--- src/rtl/serial_adder_param.sv ---
// Serial add/subtract of two WIDTH-bit operands, BPC bits per clock, LSB first.
// Latency: done pulses in the cycle after edge k+STEPS when start is accepted at edge k.
// No backpressure: start is only honoured in IDLE or DONE and ignored while busy.
module serial_adder_param #(
    parameter int WIDTH = 8,
    parameter int BPC   = 1
) (
    input  logic             clk,
    input  logic             rst_n,
    input  logic             start,
    input  logic [WIDTH-1:0] a,
    input  logic [WIDTH-1:0] b,
    input  logic             carryin,
    input  logic             sub,
    output logic             busy,
    output logic             done,
    output logic [WIDTH:0]   out
);
    localparam int STEPS = WIDTH / BPC;
    localparam int CW    = (STEPS > 1) ? $clog2(STEPS) : 1;

    localparam logic [1:0] IDLE = 2'd0;
    localparam logic [1:0] RUN  = 2'd1;
    localparam logic [1:0] DONE = 2'd2;

    logic [1:0]       state;
    logic [WIDTH-1:0] opa;
    logic [WIDTH-1:0] opb;
    logic [WIDTH-1:0] acc;
    logic             c;
    logic [CW-1:0]    cnt;
    logic [BPC:0]     slice;
    logic [WIDTH-1:0] acc_nxt;
    logic             last;
    logic             accept;

    // Sum bits enter from the MSB side so after STEPS shifts the LSB slice sits at bit 0.
    always_comb begin
        slice   = {1'b0, opa[BPC-1:0]} + {1'b0, opb[BPC-1:0]} + {{BPC{1'b0}}, c};
        acc_nxt = (acc >> BPC) | (WIDTH'(slice[BPC-1:0]) << (WIDTH - BPC));
    end

    assign last   = (cnt == CW'(STEPS - 1));
    assign accept = start && ((state == IDLE) || (state == DONE));
    assign busy   = (state == RUN);
    assign done   = (state == DONE);

    always_ff @(posedge clk or negedge rst_n) begin
        if (!rst_n) begin
            state <= IDLE;
            opa   <= '0;
            opb   <= '0;
            acc   <= '0;
            c     <= 1'b0;
            cnt   <= '0;
            out   <= '0;
        end else if (accept) begin
            // Subtraction is a + ~b + ~borrow; the final carry is then "not borrow".
            opa   <= a;
            opb   <= sub ? ~b : b;
            c     <= sub ? ~carryin : carryin;
            cnt   <= '0;
            state <= RUN;
        end else begin
            case (state)
                RUN: begin
                    acc <= acc_nxt;
                    opa <= opa >> BPC;
                    opb <= opb >> BPC;
                    c   <= slice[BPC];
                    cnt <= cnt + CW'(1);
                    if (last) begin
                        out   <= {slice[BPC], acc_nxt};
                        state <= DONE;
                    end
                end
                DONE:    state <= IDLE;
                default: state <= IDLE;
            endcase
        end
    end

endmodule
--- config.mk ---
export PLATFORM = sky130hd
export DESIGN_NAME = serial_adder_param
export DESIGN_NICKNAME = d
export VERILOG_FILES = /design/src/rtl/serial_adder_param.sv
export SDC_FILE = /design/constraint.sdc
export NUM_CORES = 1
export LEC_CHECK = 0
export ABC_AREA = 1
export ABC_CLOCK_PERIOD_IN_PS = 2100
export CORE_ASPECT_RATIO = 0.8
export CORE_MARGIN = 8
export CORE_UTILIZATION = 50
export CTS_BUF_LIST = sky130_fd_sc_hd__clkbuf_16
export DETAILED_ROUTE_END_ITERATION = 10
export PLACE_DENSITY = 0.77
export SLEW_MARGIN = 10
export SYNTH_ARGS = -nofsm -noshare
export SYNTH_HDL_FRONTEND = slang
export SYNTH_SLANG_ARGS = --single-unit
--- constraint.sdc ---
create_clock -name clk -period 2.1 [get_ports clk]
set_input_delay 0.21 -clock clk [delete_from_list [all_inputs] [get_ports clk]]
set_output_delay 0.21 -clock clk [all_outputs]
set_load 0.005 [all_outputs]
# Word-level counts from Yosys, hierarchy flattened
# Cells that the tools add are included.
[op_classes]
n_reduce_logical = 6
n_eq_ne = 4
add_sub_neg = 3
bitwise = 4
n_mux = 13
[op_table]
columns = ["op", "count"]
rows = [
  ["two-way mux 8 bit", 5],
  ["NOT 8 bit", 1],
  ["OR 7 x 8 -> 8 bit", 1],
  ["two-way mux 2 bit", 3],
  ["two-way mux 3 bit", 2],
  ["adder 3 x 1 -> 3 bit (second input constant)", 1],
  ["equality test 3 bit (second input constant)", 1],
  ["two-way mux 1 bit", 3],
  ["!= test 3 x 1 -> 1 bit (second input constant)", 1],
  ["AND reduction 3 bit", 1],
  ["adder 1 x 1 -> 2 bit", 1],
  ["adder 2 x 1 -> 2 bit", 1],
  ["equality test 2 x 1 -> 1 bit (second input constant)", 1],
  ["equality test 2 bit (second input constant)", 1],
  ["logical NOT 2 bit", 1],
  ["NOT 1 bit", 2],
  ["AND reduction 2 bit", 1],
  ["nonzero test 2 bit", 1],
  ["logical AND 1 bit", 1],
  ["logical OR 1 bit", 1],
]
[word_totals]
out_inout_bits = 11
elab_cells = 37
inputBits = 21
register_bits = 39

# Depth between registers and ports, before layout
# Gate-level depths: netlist of run 1.
[logic_depth]
depth_word = 5
ltp_mapped = 7
depth_no_buf = 6

# Worst setup path after synthesis of run 1
# OpenSTA, ideal clock, no wires.
[synth_path]
path_kind = "register -> register"
start = "reg cnt[0]"
end = "reg out[1]"
setup_time_ns = 0.126
n_path_buf = 1
setup_slack_ns = 0.855
stages_incl_launch_ff = 6
synth_period_minus_slack_ns = 1.245
required_ns = 1.974
arrival_time_ns = 1.119
path_cell_list = "dfrtp_1 -> ha_1 -> ha_1 -> nand2_2 -> buf_2 -> o21ai_0"
[synth_via]
elab_chain_cells = 2
[synth_rtl]
columns = ["element", "line", "text"]
rows = [
  ["from (decl)", "31", "logic [CW-1:0] cnt;"],
  ["from (signal assigned)", "71", "cnt <= cnt + CW'(1);"],
  ["equality test 3 bit", "43", "assign last = (cnt == CW'(STEPS - 1));"],
  ["AND reduction 3 bit (no source line)", "-", ""],
  ["to (signal assigned)", "73", "out <= {slice[BPC], acc_nxt};"],
  ["to (decl)", "17", "output logic [WIDTH:0] out"],
]
# No other way between the ends.
# A chain may end at the register's enable or synchronous reset.

# Worst setup path in the final report of run 1
[layout_path]
start = "reg state[0]"
end = "out busy"
[layout_via]
elab_chain_cells = 1
[layout_rtl]
columns = ["element", "line", "text"]
rows = [
  ["from (decl)", "26", "logic [1:0] state;"],
  ["from (signal assigned)", "50", "state <= IDLE;"],
  ["from (signal assigned)", "63", "state <= RUN;"],
  ["from (signal assigned)", "74", "state <= DONE;"],
  ["equality test 2 x 1 -> 1 bit", "45", "assign busy = (state == RUN);"],
  ["to (decl)", "15", "output logic busy,"],
]
# No other way between the ends.

==> metrics.log, run 1 <==
INFO  metric status = complete, no violations
INFO  metric numCtsBuffers = 5
INFO  metric synthesis.yosys.warnings = 0
INFO  metric series_of_cell_instances_along_the_critical_path = inv_1, nor2_2, buf_4, clkdlybuf4s50_1
INFO  metric tcrit_tclk_final = 0.8192
INFO  metric syn_avg_cell_area = 7.752 um^2
INFO  metric synth-seq-area-share = 0.5333
INFO  metric slew_headroom = 0.6895
INFO  metric die-area = 5745 um^2
INFO  metric hpwlAfterDp = 2595 um
INFO  metric grt.total_usage = 0.1426
INFO  metric critPathArrivalTime = 1.51 ns
INFO  metric clock_tree.root_cell = sky130_fd_sc_hd__clkbuf_16
INFO  metric fin_total_pwr = 3.174 mW
INFO  metric timing_hold_violations_final = 0
INFO  metric fillCellCount = 301
INFO  metric critical_path_peak_fanout = 11
INFO  metric final-setup-viol-count = 0
INFO  metric critical_path.endpoint_type = primary output
INFO  metric synth_top_area_cell = sky130_fd_sc_hd__dfrtp_1
INFO  metric design.final.nets = 288
INFO  metric globalRoute.totalOverflow = 0
INFO  metric path_class = register to primary output
INFO  metric ant_nets = 0
INFO  metric clkSlewWorstSetupHoldPaths = 0.05 ns
INFO  metric tritoncts_clock_tree = built
INFO  metric detailed_place.area = 2130 um^2
INFO  metric rows = 19
INFO  metric p_leak = 1.198 nW
INFO  metric grt_antenna_before_repair = 0
INFO  metric detailedRoute.firstIterationViolations = 128
INFO  metric final_max_slew_viol_count = 0
INFO  metric holdBufCountCts = 0
INFO  metric antenna_cells = 0
INFO  metric io-pin-count = 32
INFO  metric grt_setup_unrepaired = false
INFO  metric layout.cell_area.non_filler = 2267 um^2
INFO  metric grt_first_pass_wirelength = 6403 um
INFO  metric avgRoutedWirePerCell = 11.71 um
INFO  metric setup.reg_to_reg.worst_slack = 0.66 ns
INFO  metric timing.final.crit_period = 1.720 ns
INFO  metric detail_route.wirelength = 3595 um
INFO  metric synth_area_leaders = sky130_fd_sc_hd__dfrtp_1 53%, sky130_fd_sc_hd__nand2_1 24%, sky130_fd_sc_hd__o21ai_0 5.6%, sky130_fd_sc_hd__inv_1 5.3%, sky130_fd_sc_hd__nand3_1 2.5%
INFO  metric maximum_number_of_pins_on_one_net_before_global_route_repair = 39
INFO  metric postCtsResizedCells = 0
INFO  metric synth.cells.most_frequent = 115 x sky130_fd_sc_hd__nand2_1, 38 x sky130_fd_sc_hd__dfrtp_1, 25 x sky130_fd_sc_hd__inv_1
INFO  metric drt_first_pass_iters = 4
INFO  metric tightest_slew = 0.4658 ns
INFO  metric numPlacedInstances = 299
INFO  metric achievable-frequency = 0.5813 GHz
INFO  metric layout.area.seq = 950.9 um^2
INFO  metric vias_per_cell = 4.795
INFO  metric synthesis.instances = 230
INFO  metric first_global_vias = 1407
INFO  metric width_of_the_chip = 82.77 um
INFO  metric height_of_the_die = 69.41 um
INFO  metric synth-edff-count = 0
INFO  metric syn_to_final_growth = 27.16%
INFO  metric skew = 0.003590 ns
INFO  metric post_route_cells_drive_above_1_share = 0.06038
INFO  metric cp_data_required_time = 1.89 ns
INFO  metric post_layout_nonfiller_instances = 307
INFO  metric min_delay_path_class = input port to asynchronous set/reset pin
INFO  metric cap_violations = 0
INFO  metric synth_top_area_share = 0.5333
INFO  metric power_density = 1400 nW/um^2
INFO  metric synth_seq_cells = 38
INFO  metric worst_setup_path_start_kind = register
INFO  metric design.core.area = 3423 um^2
INFO  metric async_s_r_ff_share_synth = 1.000
INFO  metric synth_flop_cell = sky130_fd_sc_hd__dfrtp_1
INFO  metric cts_htree_levels = 2
INFO  metric synth_unique_cells = 20
INFO  metric post-synth-top-count-cell = sky130_fd_sc_hd__nand2_1
INFO  metric cp_slowest_stage_delay = 0.52 ns
INFO  metric critPathTopFamily = buffers and inverters
INFO  metric initial_core_util = 0.5208
INFO  metric cts.sink_count = 38
INFO  metric globalplace.congestion = 0.7404
INFO  metric multi_input_comb_area = 688.2 um^2
INFO  metric post-cts-setup-buffer-count = 0
INFO  metric port_buffers = 31
INFO  metric clockBufferDepth = 2
INFO  metric critical_path.slowest_cell = sky130_fd_sc_hd__clkdlybuf4s50_1
INFO  metric critical_path.n_buffers_inverters = 3
INFO  metric finalSetupTns = 0 ns
INFO  metric remaining_design_rule_violation_count = 0
INFO  metric num_vias = 1472
INFO  metric synth_nets = 254
INFO  metric syn-cell-area = 1783 um^2
INFO  metric worst_ir_drop_vdd = 0.6206 mV
INFO  metric clkLatencyLatePin = 0.28 ns
## layout by cell type, fill, tap and decap left out, drive strengths merged
cell	count
clkinv	2
a21oi	1
fa	1
xnor2	1
dfrtp	38
inv	27
nor2	4
nand3	9
nand2	118
clkdlybuf4s50	31
or2	1
ha	2
o21ai	21
clkbuf	5
buf	4
## final cells by class
| type | count | share of cell area |
|---|---|---|
| sequential | 38 | 0.4194 |
| multi-input combinational | 158 | 0.3035 |
| timing repair buffer | 35 | 0.1501 |
| clock buffer | 5 | 0.05519 |
| inverter | 26 | 0.04305 |
| tap | 42 | 0.02318 |
| clock inverter | 3 | 0.005519 |
## where the power goes
group          internal (mW)  switching (mW)  total (mW)
logic                  0.529           0.706        1.23
clock network          0.428           0.267       0.695
registers               1.07           0.176        1.24
total                   2.02            1.15        3.17
## through the flow
step	setup WS, ns	utilization	hold slack (ns)
floorplan	0.8549	-	-0.08559
global placement	0.5691	0.6221	0.4522
detailed placement	0.4811	0.6221	0.4647
CTS	0.3637	0.6623	0.3689
global route	0.2725	0.6623	0.3991
finish	0.3797	0.6623	0.3560
## logic make-up (layout without fill, tap and decap cells)
logic type	after synthesis	in the layout	synth area share
fa+ha+maj	3	3	0.02526
buf+inv	34	69	0.08070
simple gates	132	132	0.2940
xor+xnor	1	1	0.004913
flops	38	38	0.5333
compound gates	22	22	0.06175
## registers in the layout (all words and copies together), names as in the netlist
signal  count
opa         8
out         9
c           1
opb         8
cnt         3
acc         7
state       2
## per-layer routing
layer,track usage,part of all wire
met5,0,0
met4,0.06883,0.016
met3,0.04793,0.061
met2,0.2052,0.45
met1,0.1845,0.47
## worst paths after layout
| kind | start | endpoint | depth (start not counted) |
|---|---|---|---|
| setup reg to reg | cnt[0]$_DFFE_PN0P_ | out[0]$_DFFE_PN0P_ | 6 |
| setup / recovery | state[0]$_DFFE_PN0P_ | busy | 4 |
| min in group clk | opa[2]$_DFFE_PN0P_ | opa[2]$_DFFE_PN0P_ | 2 |
| hold reg to reg | opa[2]$_DFFE_PN0P_ | opa[2]$_DFFE_PN0P_ | 2 |
| hold / removal | rst_n | out[6]$_DFFE_PN0P_ | 2 |
| max in group asynchronous | rst_n | opa[4]$_DFFE_PN0P_ | 2 |
No activity file was read; power rests on OpenSTA's default activity.
==> inputs of run 2 (changes only) <==
--- a/config.mk
+++ b/config.mk
@@ -6,7 +6,7 @@
 export NUM_CORES = 1
 export LEC_CHECK = 0
 export ABC_AREA = 1
-export ABC_CLOCK_PERIOD_IN_PS = 2100
+export ABC_CLOCK_PERIOD_IN_PS = 1700
 export CORE_ASPECT_RATIO = 0.8
 export CORE_MARGIN = 8
 export CORE_UTILIZATION = 50
==> constraint.sdc (replaced) <==
create_clock -name clk -period 1.7 [get_ports clk]
set_input_delay 0.17 -clock clk [delete_from_list [all_inputs] [get_ports clk]]
set_output_delay 0.17 -clock clk [all_outputs]
set_load 0.005 [all_outputs]
==> run 2 against run 1 <==
Net effect: routed wire length shrank 3.6%; clock power grew 22%; sequential cell count is the same; hold slack lost 0.041 ns; critical endpoint unchanged; critical path depth shrank 1; count of clock-buffer cells in the layout is the same; total power grew 23%; global-route usage shrank 1.0 points; via count shrank 1.2%; sequential power grew 25%.
==> metrics.log, run 2 (same netlist as run 1, synthesis figures left out) <==
INFO  metric critical_path.n_buffers_inverters = 2 (was 3)
INFO  metric power.switching_fraction = 0.3584 (was 0.3621)
INFO  metric grt_first_pass_wirelength = 6030 um (was 6403 um)
INFO  metric holdBufCountCts = 0 (unchanged)
INFO  metric post-route-worst-setup-slack = 0.1902 ns (was 0.3797 ns)
INFO  metric post-place-ws = 0.3187 ns (was 0.4811 ns)
INFO  metric clkSlewWorstSetupHoldPaths = 0.05 ns (about the same)
INFO  metric path_class = register to primary output (unchanged)
INFO  metric io-pin-count = 32 (unchanged)
INFO  metric drt_first_pass_iters = 4 (unchanged)
INFO  metric critPathTopFamily = buffers and inverters (unchanged)
INFO  metric die-area = 5745 um^2 (unchanged)
INFO  metric tritoncts_clock_tree = built (unchanged)
INFO  metric width_of_the_chip = 82.77 um (unchanged)
INFO  metric numCtsBuffers = 5 (unchanged)
INFO  metric grt_setup_unrepaired = false (unchanged)
INFO  metric globalplace.congestion = 0.7797 (was 0.7404)
INFO  metric cts.sink_count = 38 (unchanged)
INFO  metric cp_slowest_stage_delay = 0.51 ns (was 0.52 ns)
INFO  metric grt_antenna_before_repair = 0 (unchanged)
INFO  metric avgRoutedWirePerCell = 11.25 um (was 11.71 um)
INFO  metric maximum_number_of_pins_on_one_net_before_global_route_repair = 39 (unchanged)
INFO  metric height_of_the_die = 69.41 um (unchanged)
INFO  metric syn_to_final_growth = 27.86% (was 27.16%)
INFO  metric leading_cell_types_in_the_layout_fill_and_taps_excluded = 115 x sky130_fd_sc_hd__nand2_1, 38 x sky130_fd_sc_hd__dfrtp_1, 31 x sky130_fd_sc_hd__clkdlybuf4s50_1 (unchanged)
INFO  metric cap_violations = 0 (unchanged)
INFO  metric most_flops_register = out (unchanged)
INFO  metric final_util = 0.6659 (was 0.6623)
INFO  metric part_of_the_power_in_the_clock_network = 0.217 (was 0.219)
INFO  metric multi_input_comb_area = 688.2 um^2 (unchanged)
INFO  metric clkLatencyLatePin = 0.27 ns (was 0.28 ns)
INFO  metric critPathArrivalTime = 1.34 ns (was 1.51 ns)
INFO  metric design.final.nets = 290 (was 288)
INFO  metric first_global_vias = 1382 (was 1407)
INFO  metric clock_tree.root_cell = sky130_fd_sc_hd__clkbuf_16 (unchanged)
INFO  metric ant_nets = 0 (unchanged)
INFO  metric power_density = 1712 nW/um^2 (was 1400 nW/um^2)
INFO  metric initial_core_util = 0.5208 (unchanged)
INFO  metric pwr-share-seq = 0.396 (was 0.392)
INFO  metric critical_path.reg2reg.startpoint = cnt[0]$_DFFE_PN0P_ (unchanged)
INFO  metric hpwlAfterDp = 2428 um (was 2595 um)
INFO  metric p_leak = 1.204 nW (was 1.198 nW)
INFO  metric critical_path.slowest_cell = sky130_fd_sc_hd__clkdlybuf4s50_1 (unchanged)
INFO  metric timing.critical_path.from = state[0]$_DFFE_PN0P_ (unchanged)
INFO  metric postCtsResizedCells = 0 (unchanged)
INFO  metric achievable-frequency = 0.6623 GHz
INFO  metric final_max_slew_viol_count = 0 (unchanged)
INFO  metric rows = 19 (unchanged)
INFO  metric series_of_cell_instances_along_the_critical_path = inv_1, nor2_2, clkdlybuf4s50_1 (was inv_1, nor2_2, buf_4, clkdlybuf4s50_1)
INFO  metric remaining_design_rule_violation_count = 0 (unchanged)
INFO  metric critical_path.endpoint_type = primary output (unchanged)
INFO  metric layout.area.seq = 950.9 um^2 (unchanged)
INFO  metric final_common_cell = sky130_fd_sc_hd__nand2_1 (unchanged)
INFO  metric clockBufferDepth = 2 (unchanged)
INFO  metric p_comb_frac = 0.387 (was 0.389)
INFO  metric globalRoute.totalOverflow = 0 (unchanged)
INFO  metric tcrit_tclk_final = 0.8881
INFO  metric finalSetupTns = 0 ns (unchanged)
INFO  metric status = complete, no violations (unchanged)
INFO  metric port_buffers = 31 (unchanged)
INFO  metric hold-worst-slack = 0.3145 ns (was 0.3560 ns)
INFO  metric timing.final.crit_period = 1.510 ns
INFO  metric antenna_cells = 0 (unchanged)
INFO  metric post_route_cells_drive_above_1_share = 0.07143 (was 0.06038)
INFO  metric grt.total_usage = 0.1324 (was 0.1426)
INFO  metric layout_top_registers = out (9), opa (8), opb (8) (unchanged)
INFO  metric total_switching_power = 1.398 mW (was 1.149 mW)
INFO  metric num_vias = 1455 (was 1472)
INFO  metric fillCellCount = 295 (was 301)
INFO  metric cp_data_required_time = 1.53 ns (was 1.89 ns)
INFO  metric cell_internal_pwr = 2.504 mW (was 2.025 mW)
INFO  metric worst_setup_path_start_kind = register (unchanged)
INFO  metric timing_hold_violations_final = 0 (unchanged)
INFO  metric post-cts-setup-buffer-count = 0 (unchanged)
INFO  metric worst_ir_drop_vdd = 0.7952 mV (was 0.6206 mV)
INFO  metric critical_path_peak_fanout = 4 (was 11)
INFO  metric largest_register_ff_count = 9 (unchanged)
INFO  metric skew = 0.001817 ns (was 0.003590 ns)
INFO  metric min_delay_path_class = input port to asynchronous set/reset pin (unchanged)
INFO  metric tightest_slew = 0.4694 ns (was 0.4658 ns)
INFO  metric final-setup-viol-count = 0 (unchanged)
INFO  metric slew_headroom = 0.6871 (was 0.6895)
INFO  metric detail_route.wirelength = 3464 um (was 3595 um)
INFO  metric design.core.area = 3423 um^2 (unchanged)
INFO  metric detailedRoute.firstIterationViolations = 106 (was 128)
INFO  metric cts_htree_levels = 2 (unchanged)
INFO  metric vias_per_cell = 4.724 (was 4.795)
run 2: stage by stage:
stage,instance area [um^2],power [mW],std cells
after floorplan,1783,2.510,230
after global placement,2145,3.020,301
after detailed placement,2145,3.073,301
after CTS,2280,3.950,308
after global routing,2280,4.262,308
final,2280,3.902,308
run 2: power by group through the flow:
stage / Sequential (mW) / Clock (mW) / Combinational [mW]
6_report: 1.55 / 0.846 / 1.51
3_3_place_gp: 1.54 / 0 / 1.48
2_1_floorplan: 1.52 / 0 / 0.991
4_1_cts: 1.55 / 0.865 / 1.54
5_1_grt: 1.60 / 0.914 / 1.75
3_5_place_dp: 1.55 / 0 / 1.52
run 2: worst register-to-register path: cells and delay by family (launching register included):
kind                     cells  cell delay, ns
AND/OR/NAND/NOR              3            0.35
adder cells (fa/ha/maj)      2            0.40
buffers and inverters        1            0.12
flip-flops                   1            0.40
run 2: cell type report:
cell class / instances / area share
flip-flops and latches: 38 / 0.4171
multi-input cells: 158 / 0.3019
repair buffers: 37 / 0.1559
clock buffers: 5 / 0.05488
inverters: 26 / 0.04281
well taps: 42 / 0.02305
clock inverters: 2 / 0.004391
run 2: per-layer routing:
metal	track usage	vias up	wire length [um]
met5	0	-	0
met3	0.04534	6	196
met2	0.1897	36	1560
met1	0.1735	646	1649
li1	-	767	-
met4	0.05927	0	58
run 2: path summary, 6_finish.rpt:
kind | endpoint | slack (ns) | cells after the start
max reg2reg | out[8]$_DFFE_PN0P_ | 0.32 | 6
min | opb[6]$_DFFE_PN0P_ | 0.31 | 2
max in group asynchronous | out[2]$_DFFE_PN0P_ | 1.05 | 2
min in group clk | opa[7]$_DFFE_PN0P_ | 0.46 | 3
min reg2reg | acc[4]$_DFFE_PN0P_ | 0.48 | 2
max | busy | 0.19 | 3
==> inputs of run 3 (changes only) <==
--- a/config.mk
+++ b/config.mk
@@ -12,7 +12,7 @@
 export CORE_UTILIZATION = 50
 export CTS_BUF_LIST = sky130_fd_sc_hd__clkbuf_16
 export DETAILED_ROUTE_END_ITERATION = 10
-export PLACE_DENSITY = 0.77
+export PLACE_DENSITY = 0.83
 export SLEW_MARGIN = 10
 export SYNTH_ARGS = -nofsm -noshare
 export SYNTH_HDL_FRONTEND = slang
==> run 3 against run 2 <==
Net effect: non-clock buffer count grew 1; via count up 3.6%; sequential share of layout area fell by 0.74 points; global-route usage up 0.58 points; core utilization rose by 1.2 points; largest power group is now combinational logic; highest routed layer unchanged.
==> metrics.log, run 3 (same netlist as run 1, synthesis figures left out) <==
INFO  metric status = complete, no violations (unchanged)
INFO  metric globalplace.congestion = 0.7612 (was 0.7797)
INFO  metric achievable-frequency = 0.6650 GHz (was 0.6623 GHz)
INFO  metric highest_layer = met4 (unchanged)
INFO  metric largest_register_ff_count = 9 (unchanged)
INFO  metric die-area = 5745 um^2 (unchanged)
INFO  metric most_flops_register = out (unchanged)
INFO  metric p_leak = 1.221 nW (was 1.204 nW)
INFO  metric final-setup-viol-count = 0 (unchanged)
INFO  metric tightest_slew = 0.2884 ns (was 0.4694 ns)
INFO  metric clkLatencyLatePin = 0.28 ns (was 0.27 ns)
INFO  metric leading_cell_types_in_the_layout_fill_and_taps_excluded = 115 x sky130_fd_sc_hd__nand2_1, 38 x sky130_fd_sc_hd__dfrtp_1, 30 x sky130_fd_sc_hd__clkdlybuf4s50_1 (was 115 x sky130_fd_sc_hd__nand2_1, 38 x sky130_fd_sc_hd__dfrtp_1, 31 x sky130_fd_sc_hd__clkdlybuf4s50_1)
INFO  metric grt_setup_unrepaired = false (unchanged)
INFO  metric min_delay_path_class = input port to asynchronous set/reset pin (unchanged)
INFO  metric fin_total_pwr = 4.101 mW (was 3.902 mW)
INFO  metric multi_input_comb_area = 688.2 um^2 (unchanged)
INFO  metric tritoncts_clock_tree = built (unchanged)
INFO  metric port_buffers = 31 (unchanged)
INFO  metric clkSlewWorstSetupHoldPaths = 0.05 ns (about the same)
INFO  metric timing.final.crit_period = 1.504 ns (was 1.510 ns)
INFO  metric critical_path.reg2reg.startpoint = cnt[0]$_DFFE_PN0P_ (unchanged)
INFO  metric met3_length = 201 um (was 196 um)
INFO  metric numCtsBuffers = 5 (unchanged)
INFO  metric cts.sink_count = 38 (unchanged)
INFO  metric post-cts-setup-buffer-count = 0 (unchanged)
INFO  metric cp_slowest_stage_delay = 0.50 ns (was 0.51 ns)
INFO  metric cp_data_required_time = 1.53 ns (about the same)
INFO  metric detail_route.wirelength = 3736 um (was 3464 um)
INFO  metric post_layout_nonfiller_instances = 309 (was 308)
INFO  metric hold-worst-slack = 0.3853 ns (was 0.3145 ns)
INFO  metric post_route_cells_drive_above_1_share = 0.07116 (was 0.07143)
INFO  metric tcrit_tclk_final = 0.8846 (was 0.8881)
INFO  metric holdBufCountCts = 1 (was 0)
INFO  metric num_vias = 1508 (was 1455)
INFO  metric height_of_the_die = 69.41 um (unchanged)
INFO  metric detailedRoute.firstIterationViolations = 93 (was 106)
INFO  metric io-pin-count = 32 (unchanged)
INFO  metric r2r_end = out[0]$_DFFE_PN0P_ (was out[8]$_DFFE_PN0P_)
INFO  metric worst_ir_drop_vdd = 0.7624 mV (was 0.7952 mV)
INFO  metric design.core.area = 3423 um^2 (unchanged)
INFO  metric grt_antenna_before_repair = 0 (unchanged)
INFO  metric cap_violations = 0 (unchanged)
INFO  metric final_common_cell = sky130_fd_sc_hd__nand2_1 (unchanged)
INFO  metric critical_path_peak_fanout = 4 (unchanged)
INFO  metric power_density = 1767 nW/um^2 (was 1712 nW/um^2)
INFO  metric clockBufferDepth = 2 (unchanged)
INFO  metric hpwlAfterDp = 2621 um (was 2428 um)
INFO  metric slew_headroom = 0.8074 (was 0.6871)
INFO  metric remaining_design_rule_violation_count = 0 (unchanged)
INFO  metric rows = 19 (unchanged)
INFO  metric initial_core_util = 0.5208 (unchanged)
INFO  metric path_class = register to primary output (unchanged)
INFO  metric first_global_vias = 1454 (was 1382)
INFO  metric finalSetupTns = 0 ns (unchanged)
INFO  metric layout_top_registers = out (9), opa (8), opb (8) (unchanged)
INFO  metric globalRoute.totalOverflow = 0 (unchanged)
INFO  metric critical_path.endpoint_type = primary output (unchanged)
INFO  metric setup.reg_to_reg.worst_slack = 0.27 ns (was 0.32 ns)
INFO  metric met2_wirelength = 1741 um (was 1560 um)
INFO  metric critical_path.slowest_cell = sky130_fd_sc_hd__clkdlybuf4s50_1 (unchanged)
INFO  metric syn_to_final_growth = 30.18% (was 27.86%)
INFO  metric skew = 0.002052 ns (was 0.001817 ns)
INFO  metric design.final.nets = 291 (was 290)
INFO  metric final_max_slew_viol_count = 0 (unchanged)
INFO  metric fillCellCount = 280 (was 295)
INFO  metric antenna_cells = 0 (unchanged)
INFO  metric worst_setup_path_start_kind = register (unchanged)
INFO  metric maximum_number_of_pins_on_one_net_before_global_route_repair = 39 (unchanged)
INFO  metric width_of_the_chip = 82.77 um (unchanged)
INFO  metric numPlacedInstances = 301 (unchanged)
INFO  metric avgRoutedWirePerCell = 12.09 um (was 11.25 um)
INFO  metric grt.total_usage = 0.1381 (was 0.1324)
INFO  metric grt_first_pass_wirelength = 6348 um (was 6030 um)
INFO  metric vias_per_cell = 4.880 (was 4.724)
INFO  metric timing_hold_violations_final = 0 (unchanged)
INFO  metric clock_tree.root_cell = sky130_fd_sc_hd__clkbuf_16 (unchanged)
INFO  metric critPathArrivalTime = 1.33 ns (was 1.34 ns)
INFO  metric ant_nets = 0 (unchanged)
INFO  metric r2r_cells = 6 (unchanged)
INFO  metric series_of_cell_instances_along_the_critical_path = inv_1, nor2_2, clkdlybuf4s50_1 (unchanged)
INFO  metric cts_htree_levels = 2 (unchanged)
INFO  metric postCtsResizedCells = 0 (unchanged)
INFO  metric detail_route.wirelength.met1 = 1718 um (was 1649 um)
INFO  metric layout.area.seq = 950.9 um^2 (unchanged)
INFO  metric drt_first_pass_iters = 4 (unchanged)
## run 3: cell types whose count changed in the layout (fill, tap and decap cells not counted), sizes merged
cell,previous run,this run
bufinv,0,1
clkinv,2,1
buf,6,7
dlygate4sd3,0,1
clkdlybuf4s50,31,30
## run 3: worst max-delay path by stage
stage | from | end | slack [ns] | cells after the start
after detailed placement | cnt[0]$_DFFE_PN0P_ | out[0]$_DFFE_PN0P_ | 0.29 | 6
after global routing | state[0]$_DFFE_PN0P_ | busy | 0.15 | 3
after global placement | cnt[0]$_DFFE_PN0P_ | out[0]$_DFFE_PN0P_ | 0.34 | 6
after floorplan | cnt[0]$_DFFE_PN0P_ | out[1]$_DFFE_PN0P_ | 0.45 | 5
final | state[0]$_DFFE_PN0P_ | busy | 0.20 | 3
after CTS | state[0]$_DFFE_PN0P_ | busy | 0.18 | 3
## run 3: layout make-up
cell class,instances,area share
multi-input cells,158,0.2965
repair buffers,38,0.1606
well taps,42,0.02264
clock inverters,2,0.01456
flip-flops and latches,38,0.4097
inverters,26,0.04205
clock buffers,5,0.05391
## run 3: worst max-delay path: cells and delay by family, from the launching register on
kind                   cells  cell delay, ns
and+or+nand+nor            1            0.09
buffers and inverters      2            0.59
DFF                        1            0.38
## run 3: power by group
group	internal (mW)	leakage, nW	switching [mW]
combinational	0.663	0.665	0.890
clock	0.678	0.0773	0.330
sequential	1.32	0.479	0.222
## run 3: metrics by stage
step | worst slack (ns) | cell area, um^2 | util
after floorplan | 0.4549 | 1783 | -
after CTS | 0.1795 | 2321 | 0.6780
after detailed placement | 0.2861 | 2152 | 0.6287
final | 0.1962 | 2321 | 0.6780
after global routing | 0.1469 | 2321 | 0.6780
after global placement | 0.3428 | 2152 | 0.6287
## run 3: metal layers
layer | track usage | vias to the layer above
li1 | - | 769
met2 | 0.2164 | 36
met5 | 0 | -
met4 | 0.06119 | 0
met3 | 0.03368 | 10
met1 | 0.1727 | 693
